### src/rtl/alu_seq.sv
// Handshaked registered ALU with iterative shift-add multiplier and illegal-opcode reporting.
// Latency: 1 cycle for single-cycle ops, DATA+1 cycles for MUL; result held until out_ready.
// Backpressure: in_ready drops while multiplying or while a result waits for out_ready.
module alu_seq #(
    parameter int DATA = 8,
    parameter int SH   = $clog2(DATA),
    parameter int CMD  = 4
) (
    input  logic            clk,
    input  logic            rst_n,
    input  logic            in_valid,
    output logic            in_ready,
    input  logic [CMD-1:0]  FS,
    input  logic [DATA-1:0] A,
    input  logic [DATA-1:0] B,
    input  logic [DATA-1:0] inpport,
    input  logic [SH-1:0]   shift,
    output logic            out_valid,
    input  logic            out_ready,
    output logic [DATA-1:0] out,
    output logic            N,
    output logic            Z,
    output logic            C,
    output logic            V,
    output logic            err
);

    localparam int MSB = DATA - 1;
    localparam int CW  = $clog2(DATA + 1);
    localparam logic [CW-1:0] CNT_LAST = CW'(DATA);

    localparam logic [CMD-1:0] OP_PASS = CMD'(0);
    localparam logic [CMD-1:0] OP_ADD  = CMD'(1);
    localparam logic [CMD-1:0] OP_SUB  = CMD'(2);
    localparam logic [CMD-1:0] OP_AND  = CMD'(3);
    localparam logic [CMD-1:0] OP_OR   = CMD'(4);
    localparam logic [CMD-1:0] OP_XOR  = CMD'(5);
    localparam logic [CMD-1:0] OP_NOT  = CMD'(6);
    localparam logic [CMD-1:0] OP_SHL  = CMD'(7);
    localparam logic [CMD-1:0] OP_SHR  = CMD'(8);
    localparam logic [CMD-1:0] OP_IN   = CMD'(9);
    localparam logic [CMD-1:0] OP_MUL  = CMD'(10);
    localparam logic [CMD-1:0] OP_ADC  = CMD'(11);

    typedef enum logic [1:0] {IDLE, BUSY, DONE} state_t;

    state_t            state, state_nxt;
    logic [CW-1:0]     cnt;
    logic [CW-1:0]     cnt_inc;
    logic [DATA-1:0]   mcand;
    logic [2*DATA-1:0] prod;
    logic [2*DATA-1:0] prod_step;
    logic [DATA:0]     step_sum;

    logic              accept;
    logic              is_mul;
    logic              load_alu;
    logic              mul_done;

    logic [DATA:0]     sum;
    logic [DATA:0]     diff;
    logic [DATA:0]     shl;
    logic [DATA:0]     shr;
    logic [DATA-1:0]   alu_res;
    logic              alu_c;
    logic              alu_v;
    logic              alu_err;

    assign in_ready  = (state == IDLE) || ((state == DONE) && out_ready);
    assign out_valid = (state == DONE);
    assign accept    = in_valid && in_ready;
    assign is_mul    = (FS == OP_MUL);
    assign load_alu  = accept && !is_mul;

    // The DATA-th iteration's sum feeds the result register directly, so the
    // last BUSY cycle both finishes the product and enters DONE.
    assign step_sum  = {1'b0, prod[2*DATA-1:DATA]} + {1'b0, (prod[0] ? mcand : {DATA{1'b0}})};
    assign prod_step = {step_sum, prod[DATA-1:1]};
    assign cnt_inc   = cnt + 1'b1;
    assign mul_done  = (state == BUSY) && (cnt_inc == CNT_LAST);

    always_comb begin
        sum     = {1'b0, A} + {1'b0, B} + {{DATA{1'b0}}, ((FS == OP_ADC) ? C : 1'b0)};
        diff    = {1'b0, A} - {1'b0, B};
        shl     = {1'b0, A} << shift;
        shr     = {A, 1'b0} >> shift;
        alu_res = '0;
        alu_c   = 1'b0;
        alu_v   = 1'b0;
        alu_err = 1'b0;
        case (FS)
            OP_PASS: alu_res = A;
            OP_ADD, OP_ADC: begin
                alu_res = sum[DATA-1:0];
                alu_c   = sum[DATA];
                alu_v   = (A[MSB] == B[MSB]) && (sum[MSB] != A[MSB]);
            end
            OP_SUB: begin
                alu_res = diff[DATA-1:0];
                alu_c   = diff[DATA];
                alu_v   = (A[MSB] != B[MSB]) && (diff[MSB] != A[MSB]);
            end
            OP_AND: alu_res = A & B;
            OP_OR:  alu_res = A | B;
            OP_XOR: alu_res = A ^ B;
            OP_NOT: alu_res = ~A;
            OP_SHL: begin
                alu_res = shl[DATA-1:0];
                alu_c   = shl[DATA];
            end
            OP_SHR: begin
                alu_res = shr[DATA:1];
                alu_c   = shr[0];
            end
            OP_IN:  alu_res = inpport;
            OP_MUL: alu_res = '0;
            default: alu_err = 1'b1;
        endcase
    end

    always_comb begin
        state_nxt = state;
        case (state)
            IDLE: if (accept) state_nxt = is_mul ? BUSY : DONE;
            BUSY: if (mul_done) state_nxt = DONE;
            DONE: begin
                if (accept)         state_nxt = is_mul ? BUSY : DONE;
                else if (out_ready) state_nxt = IDLE;
            end
            default: state_nxt = IDLE;
        endcase
    end

    always_ff @(posedge clk or negedge rst_n) begin
        if (!rst_n) begin
            state <= IDLE;
            cnt   <= '0;
            mcand <= '0;
            prod  <= '0;
            out   <= '0;
            N     <= 1'b0;
            Z     <= 1'b0;
            C     <= 1'b0;
            V     <= 1'b0;
            err   <= 1'b0;
        end else begin
            state <= state_nxt;

            if (accept && is_mul) begin
                mcand <= A;
                prod  <= {{DATA{1'b0}}, B};
                cnt   <= '0;
            end else if (state == BUSY) begin
                prod <= prod_step;
                cnt  <= cnt_inc;
            end

            // Illegal opcodes clear the result but leave N/Z/C/V from the last legal op.
            if (load_alu) begin
                out <= alu_res;
                err <= alu_err;
                if (!alu_err) begin
                    N <= alu_res[MSB];
                    Z <= (alu_res == '0);
                    C <= alu_c;
                    V <= alu_v;
                end
            end else if (mul_done) begin
                out <= prod_step[DATA-1:0];
                err <= 1'b0;
                N   <= prod_step[MSB];
                Z   <= (prod_step[DATA-1:0] == '0);
                C   <= |prod_step[2*DATA-1:DATA];
                V   <= |prod_step[2*DATA-1:DATA];
            end
        end
    end

endmodule
### config.mk
export PLATFORM = sky130hd
export DESIGN_NAME = alu_seq
export DESIGN_NICKNAME = d
export VERILOG_FILES = /design/src/rtl/alu_seq.sv
export SDC_FILE = /design/constraint.sdc
export NUM_CORES = 1
export LEC_CHECK = 0
export BUFFER_PORTS_ARGS = -buffer_cell sky130_fd_sc_hd__buf_4
export CORE_ASPECT_RATIO = 1.75
export CORE_MARGIN = 2
export CORE_UTILIZATION = 65
export DETAILED_ROUTE_END_ITERATION = 16
export GPL_TIMING_DRIVEN = 0
export PLACE_DENSITY = 0.9
export SETUP_SLACK_MARGIN = 0.3
export SLEW_MARGIN = 20
export SYNTH_ARGS = -nofsm -noshare
export SYNTH_HDL_FRONTEND = slang
export SYNTH_SLANG_ARGS = --single-unit
### constraint.sdc
create_clock -name clk -period 4.3 [get_ports clk]
set_input_delay 0.215 -clock clk [delete_from_list [all_inputs] [get_ports clk]]
set_output_delay 0.215 -clock clk [all_outputs]
set_load 0.01 [all_outputs]
==> results by group <==
Clock tree
  – Latest clock arrival within the worst-skew pair: 0.29 ns
  – Num CTS Buffers: 5
  – Clock Tree Buf Depth: 2
  – Worst-path clk slew: 0.06 ns
  – Sink Count: 43
  – CTS root buf: clkbuf_16
  – Number of H-tree levels: 2
  – CTS tree: yes

Floorplanning
  – Die height: ~110 um
  – Core area: 6540 um^2
  – Rows: 39
  – Die width: 66.1 um
  – Die area: 7440 um^2
  – I/O pin count: 50
  – Initial Util: 67.0%

Placed design
  – Placer Congestion: about 1
  – Post-DP HPWL: between 10 and 15 mm
  – PortBufs: 48
  – Placed inst area: roughly 4800 um^2

Worst setup path
  – Crit-path max cell delay: 0.49 ns
  – CP Class: input port to flip-flop
  – Crit-path most repeated cell: fa_1
  – Crit Path Max Fanout: 10
  – Critical Path RT: 4.50 ns
  – CP top delay family: compound AO/OA/AOI/OAI gates
  – WP buf/inv: 3
  – CP Data Arrival Time: between 3 and 4 ns
  – Crit path capture type: flip-flop
  – CP max-delay cell: a221oi_1
  – CP cell instances: buf_4, clkbuf_1, and2_1, nand3_1, fa_1, fa_1, inv_1, a31oi_1, o31ai_1, xnor2_1, a221oi_1, nand4_1, o31ai_2
  – CP startpoint kind: input port

Logic synthesis
  – Most common cell in the synthesized netlist: nand2_1
  – Seq/Total Area, Yosys: 24.5%
  – Largest family of logic cells by synthesized area: compound AO/OA/AOI/OAI gates
  – Distinct cell type count after synthesis: 73
  – Mux cell area share after synthesis: 9.90%
  – Asr flop ratio synth: 100%
  – Synth Area per Inst: 8.56 um^2
  – Post-Synth XOR/XNOR Area: 2.40%
  – Synth Area in Adders: 11.8%
  – Top_reg_cell synth: dfrtp_1
  – Area leader, netlist: dfrtp_1
  – Synth Area in Compound Gates: roughly 25%
  – Post-Syn Instances: roughly 510
  – Seq cells post-synth: 43
  – Top cell type's share of synthesized area: 24.5%
  – Ranking of synthesized cells by area: dfrtp_1, ha_1, mux2i_1
  – Synthesized area: 4380 um^2
  – Mapped Nets: approximately 600
  – Ys Warns: 0
  – Post-synth EDFFs: 0
  – Synth cell count leaders: nand2_1, dfrtp_1, ha_1, inv_1, o21ai_0
  – Synth Area in Simple Gates: 20.1%

Routing
  – WL final: 15.1 mm
  – DRC: 0
  – Routed Antenna Nets: 0
  – Via-to-Cell Ratio: 7.10
  – Drt first pass iters: 6
  – Routed WL per cell: 23.1 um
  – Routed via count: 4620
  – 1st-iter DRT viols: 564

Global route
  – GRT Total Usage: 41.8%
  – Initial antenna violation count: 0
  – Vias in the first global route: 4524
  – First-pass GRT wire length: between 20 and 25 mm
  – Gr ovfl total: 0
  – Largest net degree at the start of global routing: 44

Cells and area
  – Fraction of layout cells with a size suffix above 1: 16.0%
  – Number of inserted diodes: 0
  – Area grow syn2layout: 15.1%
  – Final instance area: slightly above 5000 um^2
  – Nets: 642

Run
  – Maxcap violations: 0

STA
  – Period Utilization, post-route: slightly above 80%
  – Slew @ Worst Pin: 1.18 ns
  – Max-slew headroom: 19.1%
  – Final setup fails: 0
  – Final setup TNS: 0 ns
  – Peak Freq: 289 MHz
  – Slew Limit Fails: 0
  – Worst Skew: 0.00399 ns
  – RSZ-0062 raised after global routing: no
  – Period minus WS final: approximately 3.5 ns
  – Hold Vio Cnt, Final: 0

Pwr
  – Maximum vdd drop: 0.208 mV
  – Pwr Density: 387 nW/um^2
  – Leak: ~2.3 nW

Min path
  – Worst hold path type: input port to flip-flop

Outcome
  – Status: finished, final reports clean
layout by cell type (no fill, tap or decap), types with 5 or more instances in the layout:
master | Yosys | layout
nand3b_1 | 5 | 5
a211oi_1 | 8 | 8
nand3_1 | 7 | 7
xnor2_1 | 10 | 10
a21o_1 | 5 | 5
mux2_2 | 13 | 13
and2_1 | 13 | 13
ha_1 | 35 | 35
nor2b_1 | 17 | 17
o22ai_1 | 8 | 8
buf_2 | 8 | 8
nor3_1 | 7 | 7
clkbuf_1 | 23 | 24
a22oi_1 | 18 | 18
a31oi_1 | 6 | 6
clkbuf_16 | 0 | 5
a221o_1 | 6 | 6
buf_4 | 1 | 49
a21oi_1 | 16 | 16
inv_1 | 28 | 28
dfrtp_1 | 43 | 43
nor2_1 | 24 | 24
a221oi_1 | 6 | 6
o21ai_0 | 26 | 26
nand2b_1 | 5 | 5
mux2i_1 | 22 | 22
and3_1 | 7 | 7
o2111ai_1 | 5 | 5
nand2_1 | 52 | 52
worst reg2reg max path, cell delays in order, from the launching register on:
cell      delay [ns]
dfrtp_1         0.46
and2_1          0.18
ha_1            0.22
fa_1            0.45
a211oi_1        0.39
o21bai_1        0.17
a21oi_1         0.31
o21bai_1        0.14
a21o_1          0.20
nand4b_1        0.28
a221o_1         0.37
logic make-up (layout without fill, tap and decap cells):
kind of cell | Yosys count | count (layout)
and+or+nand+nor | 165 | 165
DFF | 43 | 43
adders and majority gates | 39 | 39
AOI/OAI and AO/OA | 152 | 152
xor gates and xnor gates | 12 | 12
muxes | 38 | 38
buffers and inverters | 63 | 120
final timing paths:
| kind | startpoint | end | slack (ns) | cells past startpoint |
|---|---|---|---|---|
| max in group asynchronous | rst_n | prod[6] | 3.46 | 2 |
| max | FS[0] | Z | 0.83 | 13 |
| min | B[5] | prod[5] | 0.19 | 3 |
| max reg2reg | prod[0] | V | 1.02 | 10 |
| min in group asynchronous | rst_n | prod[11] | 0.47 | 2 |
| min reg2reg | out[1] | out[1] | 0.49 | 2 |
flip-flops by register name, summed over array words and instances, names as in the netlist, 2 cells and up:
| name | count |
|---|---|
| cnt | 4 |
| out | 8 |
| mcand | 8 |
| prod | 16 |
| state | 2 |
metrics by stage:
stage          hold slack [ns]  setup WS (ns)  cells  utilization (%)  power [mW]
2_1_floorplan          -0.0806           1.52    512                -        1.14
3_3_place_gp             0.223          0.745    642             74.1        1.36
3_5_place_dp             0.228          0.635    642             74.1        1.40
4_1_cts                  0.191          0.887    651             77.2        1.92
5_1_grt                  0.211          0.667    651             77.2        2.04
6_report                 0.191          0.835    651             77.2        1.95
area by class of cell:
class,instances,area (um^2)
tap,82,103
fill,452,1490
clock buffer,6,129
timing repair buffer,49,370
inverter,29,109
buffer,34,149
multi-input combinational,406,3050
sequential,43,1080
clock inverter,2,60.1
routing by layer:
layer / GRT usage, % / routed length [um]
met4: 27.2 / 1130
met1: 45.0 / 5060
met2: 73.6 / 7780
met5: 0 / 0
met3: 5.31 / 1100
power breakdown:
group	leakage, nW	switching, mW	internal [mW]	total, mW
Sequential	0.552	0.133	0.537	0.670
Combinational	1.70	0.452	0.340	0.792
Clock	0.0911	0.155	0.333	0.488
Total	2.35	0.740	1.21	1.95
timing repair:
| action | CTS | global route |
|---|---|---|
| resized for setup | 0 | 0 |
| buffers inserted | 0 | 0 |
| hold endpoints to repair | 43 | 0 |
| hold buffers | 1 | 0 |
| endpoints found under the setup margin | 0 | 0 |
(Power assumes the default switching activity.)
